File: config.mk
export PLATFORM = sky130hd
export DESIGN_NAME = core_sequencer
export DESIGN_NICKNAME = d
export VERILOG_FILES = /design/src/rtl/core_sequencer.sv
export SDC_FILE = /design/constraint.sdc
export NUM_CORES = 1
export LEC_CHECK = 0
export BUFFER_PORTS_ARGS = -buffer_cell sky130_fd_sc_hd__buf_4
export CORE_ASPECT_RATIO = 2
export CORE_UTILIZATION = 54
export CTS_CLUSTER_DIAMETER = 30
export DETAILED_ROUTE_END_ITERATION = 12
export HOLD_SLACK_MARGIN = 0.15
export PLACE_DENSITY = 0.77
export RECOVER_POWER = 50
export SLEW_MARGIN = 5
export SYNTH_ARGS = -nofsm -noshare
export SYNTH_HDL_FRONTEND = slang
export SYNTH_SLANG_ARGS = --single-unit
export TNS_END_PERCENT = 1
File: constraint.sdc
create_clock -name clk -period 4.3 [get_ports clk]
set_clock_uncertainty 0.05 [all_clocks]
set_input_delay 0.215 -clock clk [delete_from_list [all_inputs] [get_ports clk]]
set_output_delay 0.215 -clock clk [all_outputs]
set_load 0.02 [all_outputs]
File: src/rtl/core_sequencer.sv
// core_sequencer: per-kij instruction sequencer for corelet, xmem and pmem; optional SFP phase under CORE_SEQUENCER_ACC_EN.
// Latency: first instruction one cycle after start is sampled; all outputs registered, no input-to-inst path.
// Backpressure: l0_full stalls xmem reads in KLOAD/ALOAD, ofifo_valid low stalls OREAD; in-flight writes always complete.
module core_sequencer #(
    parameter int          row     = 8,
    parameter int          col     = 8,
    parameter int          len_kij = 9,
    parameter int          len_nij = 36,
    parameter logic [10:0] W_BASE  = 11'd64,
    parameter logic [10:0] A_BASE  = 11'd0
) (
    input  logic        clk,
    input  logic        reset,
    input  logic        start,
    input  logic        mode,
    input  logic        l0_full,
    input  logic        ofifo_valid,
    output logic [34:0] inst,
    output logic        busy,
    output logic        done
);

    localparam logic [3:0] S_IDLE  = 4'd0;
    localparam logic [3:0] S_KLOAD = 4'd1;
    localparam logic [3:0] S_KPUSH = 4'd2;
    localparam logic [3:0] S_ALOAD = 4'd3;
    localparam logic [3:0] S_EXEC  = 4'd4;
    localparam logic [3:0] S_DRAIN = 4'd5;
    localparam logic [3:0] S_OREAD = 4'd6;
`ifdef CORE_SEQUENCER_ACC_EN
    localparam logic [3:0] S_ACC   = 4'd7;
`endif
    localparam logic [3:0] S_FIN   = 4'd8;

    localparam logic [34:0] INST_IDLE = 35'h1_800C_0000;

    localparam logic [10:0] COL_C    = 11'(col);
    localparam logic [10:0] NIJ_C    = 11'(len_nij);
    localparam logic [10:0] RC_C     = 11'(row + col);
    localparam logic [10:0] KIJ_LAST = 11'(len_kij - 1);
`ifdef CORE_SEQUENCER_ACC_EN
    localparam logic [10:0] KIJ_C    = 11'(len_kij);
    localparam logic [10:0] NIJ_LAST = 11'(len_nij - 1);
    localparam logic [10:0] ACC_LAST = 11'(len_kij + 2);
`endif

    logic [3:0]  state, state_nx;
    logic [10:0] i, i_nx, kij, kij_nx, n, n_nx, idx, ld_len;
    logic        mode_q, mode_nx, busy_nx, done_nx, fresh;
    logic [34:0] inst_nx;
    logic        cur_xrd, cur_ord;

    // Write strobes follow the read issued in the current cycle, so the registered inst is the pipeline tag.
    assign cur_xrd = ~inst[18];
    assign cur_ord = inst[6];

    always_comb begin
        state_nx = state;
        kij_nx   = kij;
        n_nx     = n;
        mode_nx  = mode_q;
        busy_nx  = busy;
        done_nx  = 1'b0;
        inst_nx  = INST_IDLE;
        fresh    = 1'b0;
        idx      = i;
        i_nx     = i;
        ld_len   = NIJ_C;

        case (state)
            S_IDLE: begin
                if (start) begin
                    state_nx = S_KLOAD;
                    mode_nx  = mode;
                    busy_nx  = 1'b1;
                    kij_nx   = '0;
                    n_nx     = '0;
                end
            end
            S_KLOAD: if (i == COL_C && !cur_xrd) state_nx = mode_q ? S_ALOAD : S_KPUSH;
            S_KPUSH: if (i == COL_C) state_nx = S_ALOAD;
            S_ALOAD: if (i == NIJ_C && !cur_xrd) state_nx = S_EXEC;
            S_EXEC:  if (i == NIJ_C) state_nx = S_DRAIN;
            S_DRAIN: if (i == RC_C) state_nx = S_OREAD;
            S_OREAD: begin
                if (i == NIJ_C && !cur_ord) begin
                    if (kij == KIJ_LAST) begin
`ifdef CORE_SEQUENCER_ACC_EN
                        state_nx = S_ACC;
`else
                        state_nx = S_FIN;
`endif
                    end else begin
                        kij_nx   = kij + 11'd1;
                        state_nx = S_KLOAD;
                    end
                end
            end
`ifdef CORE_SEQUENCER_ACC_EN
            S_ACC: begin
                if (i == ACC_LAST) begin
                    if (n == NIJ_LAST) begin
                        state_nx = S_FIN;
                    end else begin
                        n_nx  = n + 11'd1;
                        fresh = 1'b1;
                    end
                end
            end
`endif
            S_FIN:   state_nx = S_IDLE;
            default: state_nx = S_IDLE;
        endcase

        if (state_nx != state) fresh = 1'b1;
        if (fresh) idx = '0;

        inst_nx[34] = (state_nx == S_IDLE) ? 1'b0 : mode_nx;

        case (state_nx)
            S_KLOAD, S_ALOAD: begin
                ld_len = (state_nx == S_KLOAD) ? COL_C : NIJ_C;
                if (!fresh && cur_xrd) begin
                    if (state_nx == S_KLOAD && mode_q) inst_nx[4] = 1'b1;
                    else                               inst_nx[2] = 1'b1;
                end
                if (idx < ld_len && !l0_full) begin
                    inst_nx[18]   = 1'b0;
                    inst_nx[17:7] = (state_nx == S_KLOAD) ? (W_BASE + kij_nx * COL_C + idx)
                                                          : (A_BASE + idx);
                    i_nx = idx + 11'd1;
                end else begin
                    i_nx = idx;
                end
            end
            S_KPUSH: begin
                inst_nx[3] = 1'b1;
                inst_nx[0] = 1'b1;
                i_nx       = idx + 11'd1;
            end
            S_EXEC: begin
                inst_nx[3] = 1'b1;
                inst_nx[1] = 1'b1;
                inst_nx[5] = mode_q;
                i_nx       = idx + 11'd1;
            end
            S_DRAIN: i_nx = idx + 11'd1;
            S_OREAD: begin
                if (!fresh && cur_ord) begin
                    inst_nx[31]    = 1'b0;
                    inst_nx[32]    = 1'b0;
                    inst_nx[30:20] = kij * NIJ_C + i - 11'd1;
                end
                if (idx < NIJ_C && ofifo_valid) begin
                    inst_nx[6] = 1'b1;
                    i_nx       = idx + 11'd1;
                end else begin
                    i_nx = idx;
                end
            end
`ifdef CORE_SEQUENCER_ACC_EN
            // Pass position idx: reads at 0..len_kij-1, accumulate one cycle behind, then write the sum.
            S_ACC: begin
                if (idx < KIJ_C) begin
                    inst_nx[31]    = 1'b0;
                    inst_nx[30:20] = idx * NIJ_C + n_nx;
                end
                if (idx != 11'd0 && idx <= KIJ_C) inst_nx[33] = 1'b1;
                if (idx == KIJ_C + 11'd1) begin
                    inst_nx[31]    = 1'b0;
                    inst_nx[32]    = 1'b0;
                    inst_nx[30:20] = KIJ_C * NIJ_C + n_nx;
                end
                i_nx = idx + 11'd1;
            end
`endif
            S_FIN: begin
                busy_nx = 1'b0;
                done_nx = 1'b1;
                i_nx    = '0;
            end
            default: begin
                busy_nx = 1'b0;
                i_nx    = '0;
                kij_nx  = '0;
                n_nx    = '0;
            end
        endcase
    end

    always_ff @(posedge clk or posedge reset) begin
        if (reset) begin
            state  <= S_IDLE;
            i      <= '0;
            kij    <= '0;
            n      <= '0;
            mode_q <= 1'b0;
            inst   <= INST_IDLE;
            busy   <= 1'b0;
            done   <= 1'b0;
        end else begin
            state  <= state_nx;
            i      <= i_nx;
            kij    <= kij_nx;
            n      <= n_nx;
            mode_q <= mode_nx;
            inst   <= inst_nx;
            busy   <= busy_nx;
            done   <= done_nx;
        end
    end

endmodule

==> flow_summary.rst <==
.. list-table::
   :header-rows: 1

   * - Metric
     - Value
   * - Run status
     - complete, but fails checks
   * - Violations in the final reports
     - negative setup slack
   * - Post-route cell area
     - 5420 um^2
   * - Leading cell types by count after synthesis
     - sky130_fd_sc_hd__dfrtp_1 (59), sky130_fd_sc_hd__inv_1 (53), sky130_fd_sc_hd__nor2_1 (53)
   * - Largest voltage drop on the vdd net
     - 0.361 mV
   * - Share of post-route cells with drive strength above 1
     - 21.8%
   * - LEAKAGE
     - 2.67 nW
   * - WL/cell
     - between 15 and 20 um
   * - Number of design-rule violations left by the first detailed-router iteration
     - 264
   * - Share of synthesized cell area in full adder, half adder and majority cells
     - between 10 and 15%
   * - Ranking of synthesized cells by area
     - sky130_fd_sc_hd__dfrtp_1 (35%), sky130_fd_sc_hd__ha_1 (14%), sky130_fd_sc_hd__inv_1 (4.7%), sky130_fd_sc_hd__nor2_1 (4.7%), sky130_fd_sc_hd__a21oi_1 (3.8%)
   * - Worst setup margin
     - -8.16 ps
   * - Number of standard-cell rows in the floorplan
     - 45
   * - Standard cell with the maximum stage delay on the critical path
     - sky130_fd_sc_hd__or4b_4
   * - Vias per cell
     - between 5 and 6
   * - Initial Util
     - 55.8%
   * - Post-Synthesis Net Count
     - 533
   * - Clk pin slew, worst setup/hold paths
     - 50 ps
   * - Hold Crit Depth
     - 3
   * - Initial antenna violation count
     - 0
   * - Pin count of the biggest net entering global routing
     - 62
   * - Post-synthesis cell type with the largest combined area
     - sky130_fd_sc_hd__dfrtp_1
   * - Kind of capture point of the worst setup path
     - flop
   * - CTS H-tree lvls
     - 3
   * - Count of filler cells inserted in the layout
     - 587
   * - Largest delay share family, worst path
     - simple AND/OR/NAND/NOR gates
   * - Timing-limited maximum frequency
     - 0.232 GHz
   * - Crit path DAT
     - about 4500 ps
   * - Die Ht
     - 127 um
   * - Count of clock tree sinks
     - 61
   * - Post-synthesis share of cell area spent on and, or, nand and nor gates
     - 20.5%
   * - Worst skew pair latency
     - 330 ps
   * - Root Buffer
     - sky130_fd_sc_hd__clkbuf_16
   * - Placeable core area
     - 7600 um^2
   * - Most used flip-flop cell after synthesis
     - sky130_fd_sc_hd__dfrtp_1
   * - Flop and latch count out of synthesis
     - just over 60
   * - Number of warnings reported in the yosys synthesis log
     - 0
   * - Critical Path Most Common Cell
     - sky130_fd_sc_hd__buf_4
   * - Port Buffers
     - 40
   * - Worst slew margin relative to its limit
     - between 40% and 50%
   * - Summed instance area of the synthesized netlist
     - between 4000 and 5000 um^2
   * - Bufs on Longest Clock Path
     - 2
   * - Flip-flop and latch area
     - 1530 um^2
   * - Register area share after synthesis
     - 36.1%
   * - Cell variety after synth
     - 67
   * - Gr ovfl total
     - 0
   * - Crit path buffers/inverters
     - 10
   * - Drt pass-1 iters
     - 5
   * - Post-route DRC
     - 0
   * - Total Wirelength
     - 12400 um
   * - # diodes
     - 0
   * - Number of global-route vias before repair
     - between 4000 and 5000
   * - Count of max-cap constraint violations
     - 0
   * - Number of nets in the finished design
     - 628
   * - Most frequent cell after synthesis
     - sky130_fd_sc_hd__dfrtp_1
   * - Path class of the lowest-slack min-delay path
     - input pin to flop
   * - Startpoint types
     - flop
   * - Category of the most critical setup path
     - flop to flop
   * - Clock period minus worst slack
     - between 4000 and 5000 ps
   * - Worst-case hold slack
     - 209 ps
   * - Detailed-placement wirelength estimate
     - 9130 um
   * - Transition time at the pin with the least slew margin
     - about 780 ps
   * - Multi-input combinational cell area
     - 2610 um^2
   * - IO Count
     - 43
   * - CP Cell Sequence
     - or4b_4 -> a2bb2oi_2 -> o311ai_2 -> o211a_2 -> and3_4 -> o21ai_4 -> nor2_2 -> inv_2 -> ha_4 -> inv_2 -> ha_4 -> nor2b_2 -> buf_4 -> buf_4 -> buf_4 -> buf_4 -> buf_4 -> buf_4 -> buf_4 -> buf_4 -> nor3_4 -> a21oi_2 -> nor2_1
   * - Count of vias placed by the detailed router
     - around 4000
   * - Slew Limit Fails
     - 0
   * - Fraction of post-synthesis cell area in the top cell type by area
     - 34.8%
   * - Number of synthesized flops with an enable pin
     - 0
   * - Portion of the clock cycle consumed by the worst path in the final layout
     - 100%
   * - Global-route wire length before repair
     - 19400 um
   * - Setup repair after global routing missed its margin
     - true
   * - Area of the die
     - ~8200 um^2
   * - Count of cell instances traversed by the critical path
     - 23
   * - Gate count after technology mapping
     - 478
   * - Flop2flop setup slack
     - -8 ps
   * - Die span in x
     - 64.7 um
   * - Multiplexer share of the synthesized area
     - less than 1%
   * - Critical path data required time
     - 4510 ps
   * - Total global routing track utilization
     - 31.6%
   * - Synthesized-area fraction occupied by ao, oa, aoi and oai cells
     - 16.1%
   * - Fraction of registers with async set or reset after synthesis
     - 100%
   * - Number of nets with antenna violations after detailed routing
     - 0
   * - Number of clock buffers inserted by TritonCTS
     - 9
   * - TritonCTS clock tree
     - done
   * - Power Density
     - approximately 630 nW/um^2
   * - Xor and xnor area share after synthesis
     - 4.72%
   * - Layout overhead on the synthesized area
     - 27.9%
   * - Routability cong.
     - between 0.9 and 1
   * - Placement-stage cell area
     - slightly below 5000 um^2
   * - Final number of hold-violating endpoints
     - 0
   * - Number of cells on the worst reg-to-reg path
     - 23
   * - Combinational family with the most area after synthesis
     - simple AND/OR/NAND/NOR gates
   * - Critical path fanouts, max
     - 4
   * - Average footprint of a synthesized cell
     - 8.87 um^2
   * - Final setup fails
     - 2
   * - Critical path's largest stage delay
     - 550 ps
[final timing paths]
check / start / to
worst max-delay path: state[1]$_DFF_PP0_ / inst[13]$_DFF_PP0_
worst min-delay path: ofifo_valid / inst[6]$_DFF_PP0_
worst max register to register: state[1]$_DFF_PP0_ / inst[13]$_DFF_PP0_
worst min register to register: busy$_DFFE_PP0P_ / busy$_DFFE_PP0P_
max in group asynchronous: reset / i[6]$_DFF_PP0_
min in group asynchronous: reset / inst[7]$_DFF_PP0_
[state kept, by name, indices dropped and copies added (netlist names)]
signal  flops
kij        11
i          11
busy        1
state       4
done        1
inst       32
mode_q      1
[per-stage QoR]
step	TNS [ps]	power [mW]	utilization [%]	setup slack, ps	cells
floorplan	0	2.06	-	21.1	478
global placement	0	2.48	64.8	37.4	640
detailed placement	-99.8	2.55	64.8	-99.8	640
CTS	0	3.36	70.8	2.05	670
global route	-361	3.65	71.3	-147	672
finish	-9.19	3.42	71.3	-8.16	672
[layer usage]
| layer | track usage [%] | part of all wire, % | up-vias |
|---|---|---|---|
| li1 | - | - | 1851 |
| met1 | 31.3 | 34 | 1929 |
| met2 | 55.5 | 54 | 182 |
| met3 | 6.25 | 5.2 | 60 |
| met4 | 25.1 | 7.1 | 0 |
| met5 | 0 | 0 | - |
[power by group]
group	internal (mW)	switching [mW]
logic	0.830	1.09
registers	0.673	0.0651
clock network	0.505	0.256
total	2.01	1.41
[layout make-up]
cell class | count | share of cell area (%)
clock buffer | 10 | 4.22
clock inverter | 6 | 1.62
inverter | 54 | 3.74
multi-input combinational | 346 | 48.2
sequential | 61 | 28.2
tap | 94 | 2.17
timing repair buffer | 101 | 11.9
[layout by cell type, fill, tap and decap left out, types with 13 or more instances in the layout]
master,count
sky130_fd_sc_hd__buf_4,62
sky130_fd_sc_hd__dfrtp_1,58
sky130_fd_sc_hd__nor2_1,49
sky130_fd_sc_hd__inv_1,48
sky130_fd_sc_hd__ha_1,40
sky130_fd_sc_hd__clkbuf_1,35
sky130_fd_sc_hd__nand2_1,33
sky130_fd_sc_hd__a21oi_1,28
sky130_fd_sc_hd__nand3_1,19
sky130_fd_sc_hd__xnor2_1,13
[tightest hold or removal path: cells and delay by family]
family,cells,cell delay (ps)
buffers and inverters,2,170
AO/OA/AOI/OAI,1,160
[cell families after synthesis]
group / count (synthesis)
and+or+nand+nor: 169
AOI/OAI and AO/OA: 103
buffers and inverters: 71
DFF: 61
adders and majority gates: 49
xor gates and xnor gates: 22
other: 2
muxes: 1
[what timing repair did]
| item | CTS | global route |
|---|---|---|
| setup buffers | 12 | 2 |
| resized for setup | 7 | 32 |
| hold endpoints to repair | 60 | 0 |
| hold buffers | 2 | 0 |
| setup endpoints to repair | 1 | 5 |
| pin swaps | 4 | 19 |
(Power assumes the default switching activity.)
